## src/rtl/cmd_pkg.sv

```systemverilog
// Shared constants, state encoding and helpers for the command packetizer.
// Build option: define CMD_CHECKSUM_EN to append '*' and a two-digit hex XOR checksum.
package cmd_pkg;

    localparam logic [7:0] ASC_X     = 8'h58;
    localparam logic [7:0] ASC_Y     = 8'h59;
    localparam logic [7:0] ASC_COMMA = 8'h2C;
    localparam logic [7:0] ASC_STAR  = 8'h2A;
    localparam logic [7:0] ASC_NL    = 8'h0A;
    localparam logic [7:0] ASC_0     = 8'h30;
    localparam logic [7:0] ASC_A     = 8'h41;

    typedef enum logic [1:0] {
        IDLE,
        CONV_X,
        CONV_Y,
        SEND
    } state_t;

    function automatic int frame_len(int digits);
`ifdef CMD_CHECKSUM_EN
        return 2 * digits + 7;
`else
        return 2 * digits + 4;
`endif
    endfunction

    function automatic int sat_limit(int digits);
        int v;
        v = 1;
        for (int i = 0; i < digits; i++) v = v * 10;
        return v - 1;
    endfunction

    function automatic logic [7:0] dec_ascii(logic [3:0] n);
        return ASC_0 + {4'h0, n};
    endfunction

    function automatic logic [7:0] hex_ascii(logic [3:0] n);
        if (n < 4'd10) return ASC_0 + {4'h0, n};
        return ASC_A + {4'h0, n} - 8'd10;
    endfunction

endpackage

```

## src/rtl/bin2bcd_seq.sv

```systemverilog
// Sequential double-dabble: start loads din and shifts its MSB; W-1 more shifts follow.
// Ports: clk, reset, start, din[W], done (1-cycle pulse after last shift), bcd (4 digits).
module bin2bcd_seq #(
    parameter int W = 10
) (
    input  logic         clk,
    input  logic         reset,
    input  logic         start,
    input  logic [W-1:0] din,
    output logic         done,
    output logic [15:0]  bcd
);

    localparam int CW = $clog2(W + 1);

    logic [W-1:0]  sh;
    logic [CW-1:0] cnt;
    logic          run;
    logic [15:0]   adjd;

    // Add-3 correction on every digit that is 5 or more before shifting.
    always_comb begin
        adjd = bcd;
        for (int i = 0; i < 4; i++) begin
            if (adjd[4*i +: 4] >= 4'd5) adjd[4*i +: 4] = adjd[4*i +: 4] + 4'd3;
        end
    end

    always_ff @(posedge clk) begin
        if (reset) begin
            sh   <= '0;
            cnt  <= '0;
            run  <= 1'b0;
            done <= 1'b0;
            bcd  <= '0;
        end else begin
            done <= 1'b0;
            if (start) begin
                // First shift needs no correction: the BCD register is empty.
                bcd <= {15'd0, din[W-1]};
                sh  <= din << 1;
                cnt <= CW'(W - 1);
                run <= (W > 1);
                if (W == 1) done <= 1'b1;
            end else if (run) begin
                bcd <= {adjd[14:0], sh[W-1]};
                sh  <= sh << 1;
                cnt <= cnt - CW'(1);
                if (cnt == CW'(1)) begin
                    run  <= 1'b0;
                    done <= 1'b1;
                end
            end
        end
    end

endmodule

```

## src/rtl/command_packetizer.sv

```systemverilog
// Converts one (x, y) command to an ASCII frame "Xddd,Yddd\n" streamed over valid/ready.
// Ports: cmd_x/cmd_y/cmd_valid/cmd_ready in, byte_data/byte_valid/byte_ready out, busy.
// Build option: CMD_CHECKSUM_EN inserts "*HH" (XOR of 'X'..last y digit) before '\n'.
module command_packetizer
    import cmd_pkg::*;
#(
    parameter int COORD_W = 10,
    parameter int DIGITS  = 3
) (
    input  logic               clk,
    input  logic               reset,
    input  logic [COORD_W-1:0] cmd_x,
    input  logic [COORD_W-1:0] cmd_y,
    input  logic               cmd_valid,
    output logic               cmd_ready,
    output logic [7:0]         byte_data,
    output logic               byte_valid,
    input  logic               byte_ready,
    output logic               busy
);

    localparam int LIM  = sat_limit(DIGITS);
    localparam int LAST = frame_len(DIGITS) - 1;
    localparam logic [COORD_W-1:0] LIM_V = COORD_W'(LIM);

    state_t               state, state_n;
    logic                 conv_start, conv_done;
    logic [COORD_W-1:0]   conv_din, y_reg;
    logic [15:0]          conv_bcd, x_bcd;
    logic [3:0]           idx;
    logic                 xfer, last;
`ifdef CMD_CHECKSUM_EN
    logic [7:0]           csum;
`endif

    function automatic logic [COORD_W-1:0] sat(logic [COORD_W-1:0] v);
        return (int'(v) > LIM) ? LIM_V : v;
    endfunction

    // y digits are read straight from the converter, which holds them after y finishes.
    function automatic logic [7:0] frame_byte(int i);
        logic [7:0] b;
        b = ASC_NL;
        if (i == 0) b = ASC_X;
        else if (i <= DIGITS) b = dec_ascii(x_bcd[4*(DIGITS-i) +: 4]);
        else if (i == DIGITS + 1) b = ASC_COMMA;
        else if (i == DIGITS + 2) b = ASC_Y;
        else if (i <= 2*DIGITS + 2) b = dec_ascii(conv_bcd[4*(2*DIGITS+2-i) +: 4]);
`ifdef CMD_CHECKSUM_EN
        else if (i == 2*DIGITS + 3) b = ASC_STAR;
        else if (i == 2*DIGITS + 4) b = hex_ascii(csum[7:4]);
        else if (i == 2*DIGITS + 5) b = hex_ascii(csum[3:0]);
`endif
        return b;
    endfunction

    bin2bcd_seq #(.W(COORD_W)) u_conv (
        .clk   (clk),
        .reset (reset),
        .start (conv_start),
        .din   (conv_din),
        .done  (conv_done),
        .bcd   (conv_bcd)
    );

    assign cmd_ready = (state == IDLE);
    assign busy      = (state != IDLE);
    assign xfer      = (state == SEND) && byte_valid && byte_ready;
    assign last      = (int'(idx) == LAST);

    always_ff @(posedge clk) begin
        if (reset) state <= IDLE;
        else       state <= state_n;
    end

    always_comb begin
        state_n    = state;
        conv_start = 1'b0;
        conv_din   = sat(cmd_x);
        unique case (state)
            IDLE: if (cmd_valid) begin
                state_n    = CONV_X;
                conv_start = 1'b1;
            end
            CONV_X: if (conv_done) begin
                state_n    = CONV_Y;
                conv_start = 1'b1;
                conv_din   = y_reg;
            end
            CONV_Y: if (conv_done) state_n = SEND;
            SEND:   if (xfer && last) state_n = IDLE;
            default: state_n = IDLE;
        endcase
    end

    always_ff @(posedge clk) begin
        if (reset) begin
            y_reg      <= '0;
            x_bcd      <= '0;
            idx        <= '0;
            byte_valid <= 1'b0;
            byte_data  <= 8'h00;
`ifdef CMD_CHECKSUM_EN
            csum       <= 8'h00;
`endif
        end else begin
            if (state == IDLE && cmd_valid) begin
                y_reg <= sat(cmd_y);
`ifdef CMD_CHECKSUM_EN
                csum  <= 8'h00;
`endif
            end
            if (state == CONV_X && conv_done) x_bcd <= conv_bcd;
            if (state == SEND) begin
                if (!byte_valid) begin
                    byte_valid <= 1'b1;
                    byte_data  <= frame_byte(int'(idx));
                end else if (byte_ready) begin
`ifdef CMD_CHECKSUM_EN
                    if (int'(idx) <= 2*DIGITS + 2) csum <= csum ^ byte_data;
`endif
                    if (last) begin
                        byte_valid <= 1'b0;
                        idx        <= '0;
                    end else begin
                        idx       <= idx + 4'd1;
                        byte_data <= frame_byte(int'(idx) + 1);
                    end
                end
            end
        end
    end

endmodule

```

## config.mk

```make
export PLATFORM = sky130hd
export DESIGN_NAME = command_packetizer
export DESIGN_NICKNAME = d
export VERILOG_FILES = /design/src/rtl/cmd_pkg.sv /design/src/rtl/bin2bcd_seq.sv /design/src/rtl/command_packetizer.sv
export SDC_FILE = /design/constraint.sdc
export NUM_CORES = 1
export LEC_CHECK = 0
export ABC_AREA = 0
export CORE_MARGIN = 3
export CORE_UTILIZATION = 40
export DETAILED_ROUTE_END_ITERATION = 8
export GPL_TIMING_DRIVEN = 0
export PLACE_DENSITY_LB_ADDON = 0.15
export SYNTH_ARGS = -nofsm -noshare
export SYNTH_HDL_FRONTEND = slang
export SYNTH_SLANG_ARGS = --single-unit
```

## constraint.sdc

```tcl
create_clock -name clk -period 3.1 [get_ports clk]
set_clock_uncertainty 0.15 [all_clocks]
set_input_delay 0.62 -clock clk [delete_from_list [all_inputs] [get_ports clk]]
set_output_delay 0.62 -clock clk [all_outputs]
set_load 0.02 [all_outputs]
```

==> flow_summary.ini <==
[pwr]
net-switching-power_w = 0.00103
leakage_nw = 1.94
internal_power_w = 0.00210
seqPwrFrac_pct = 36.5
swShare_pct = 32.9
power_frac_comb_pct = 27.4
clkPwrFrac_pct = 36.1
power.density_mw_per_mm2 = 579
peakVddDrop_v = 0.000385

[worst_setup_path]
crit_path_max_fanout = 10
worst_setup_path_start_kind = flip-flop
r2r_cells = 10
end_kind = flip-flop
rr_startpoint = idx[1]
path_class = flip-flop to flip-flop
reg2reg_setup_slack_ns = 0.14
rr_endpoint = byte_data[1]
cp.required_ns = 3.21
arrival_ns = 3.07

[placed_design]
io_buffers = 32
gp_congestion = 0.955
dp_cells = 762
place_ws_ns = -0.0652
dp_hpwl_um = 10200

[synth]
synthDistinctLibCells = 66
async_reset_ff_share_pct = 0
netlist_area_mm2 = 0.00457
syn_nets = 640
syn_area_per_cell_um2 = 7.74
synth_ff_type = dfxtp_1
ys_ff_latch = 71
yosysWarnings = 0
syn_inst = 590
synth-edff-count = 0
synth_seq_area_share_pct = 31.1

[routing]
routed_wl_um = 13700
wl_per_cell_um = 17.6
dr.pass1.iters = 5
route.detailed.drc = 0
first_iter_violations = 291
vias_per_cell = 5.78
ant_nets = 0
vias = 4496

[sta]
drv_slew = 0
post-route-min-period_ns = 2.96
worst_slew_pin_slew_ns = 0.709
timing.fmax_ghz = 0.337
hold_viol = 0
setup_ws_ns = 0.136
max_slew_margin_pct = 52.8
final-setup-viol-count = 0
rsz0062_at_grt = no
fin_crit_sh_pct = 95.6

[final_layout]
final_cell_mix = nand2_1, dfxtp_1, a21oi_1, nor2_1, o21ai_0
n_fill_cell = 1103
final_nets = 683
final_cells = 778
diodes = 0
area_delta_synth_final_pct = 18.2
final_common_cell = nand2_1
drive_gt1_share_pct = 8.62
final_util_pct = 49.2

[worst_hold_path]
hold_path_startpoint = byte_data[4]
whs_path_depth = 2
worstHoldEndpoint = byte_data[4]
hold_class = flip-flop to flip-flop

[clocking]
cts.reportedPaths.clkPinSlew_ns = 0.06
h-tree-depth = 3
clock_latency_ns = 0.33
post_cts_buffers = 0
cts_made_buffers = 9
cts_tree = yes
clockBufferDepth = 2
root_buffer = clkbuf_16
cts.sinks = 71

[floorplan]
core_area_mm2 = 0.0110
num_rows = 38
start_util_pct = 41.6
die_y_um = 113
die_w_um = 113
ios = 35
dieArea_mm2 = 0.0127

[global_routing]
overflow = 0
grt_pass1_vias = 4346
grt_max_degree = 14
grt_pass1_wl_um = 22500
grt_usage_pct = 22.0
antenna_found_initial = 0

[run]
maxCapViolations = 0

[status]
status = completed
[power by group through the flow]
stage	combinational (W)	sequential [W]	clock [W]
floorplan	0.000567	0.00115	0
finish	0.000858	0.00114	0.00113
detailed placement	0.000845	0.00116	0
global route	0.000973	0.00116	0.00119
CTS	0.000853	0.00114	0.00115
global placement	0.000833	0.00115	0
[layer usage]
layer  vias up  share of wire [%]  GRT usage [%]
li1       2158                  -              -
met1      2169                 45           28.5
met2       142                 47           36.1
met3        27                5.6           4.49
met4         0                2.4           8.33
met5         -                  0              0
[stage by stage]
| stage | hold WS, ns | total power [W] | instance area (um2) | setup TNS (ns) |
|---|---|---|---|---|
| finish | 0.299 | 0.00313 | 5400 | 0 |
| CTS | 0.305 | 0.00314 | 5390 | 0 |
| floorplan | 0.282 | 0.00172 | 4570 | 0 |
| global route | 0.330 | 0.00332 | 5400 | 0 |
| global placement | 0.295 | 0.00199 | 5060 | -0.0646 |
| detailed placement | 0.297 | 0.00200 | 5060 | -0.0652 |
[critical path, stage by stage (launching register included)]
cell and delay (ns):
dfxtp_1 0.53, buf_4 0.27, inv_1 0.11, ha_1 0.30, buf_6 0.15, and2b_1 0.21, o211ai_4 0.29, mux2_4 0.34
a311oi_2 0.27, o21ai_1 0.11, a31oi_1 0.17
[area by class of cell]
type | count | area, um2 | share of cell area [%]
Multi-Input combinational cell | 452 | 2860 | 53.0
Sequential cell | 71 | 1420 | 26.3
Timing Repair Buffer | 32 | 320 | 5.93
Clock buffer | 9 | 225 | 4.17
Buffer | 38 | 191 | 3.54
Tap cell | 140 | 175 | 3.24
Inverter | 29 | 109 | 2.02
Clock inverter | 7 | 95.1 | 1.76
[worst max-delay path by stage]
stage           start            to  slack (ns)  cells past startpoint
2_1_floorplan  idx[0]  byte_data[1]        0.49                     10
3_3_place_gp   idx[0]  byte_data[0]       -0.06                      9
3_5_place_dp   idx[0]  byte_data[0]       -0.07                      9
4_1_cts        idx[0]  byte_data[1]        0.06                     10
5_1_grt        idx[2]  byte_data[3]       0.005                      9
6_report       idx[1]  byte_data[1]        0.14                     10
[Yosys cell counts, drive strengths merged, types with 4 or more instances]
master  count  area share (%)
dfxtp      71              31
clkbuf     21             1.7
nor2       63             5.2
inv        29             2.4
nand4       8             1.1
ha         26             7.1
mux4       10             4.9
o21ai      37             4.1
mux2i      12             2.6
nand2      88             7.3
buf        17             2.4
and2        4            0.55
o211ai      4            0.96
a31oi       7            0.96
o22ai       6            0.96
nand2b     10             1.4
nand3      15             1.6
a21oi      65             7.1
nor3       23             2.5
xnor2      12             2.3
xor2        5            0.96
a211oi      6             1.1
[timing repair]
item / CTS / global route
setup endpoints to repair: 1 / 4
resized for setup: 1 / 3
hold endpoints to repair: 0 / 0
hold buffers: 0 / 0
[cells by family after synthesis]
family          count (synthesis)  share of synthesized area (%)
simple gates                  230                           22.9
compound gates                154                           20.9
flops                          71                           31.1
buf+inv                        67                           6.55
fa+ha+maj                      26                           7.12
mux                            24                           8.13
xor+xnor                       17                           3.26
other cells                     1                         0.0821
Power figures use the tool's default switching activity.
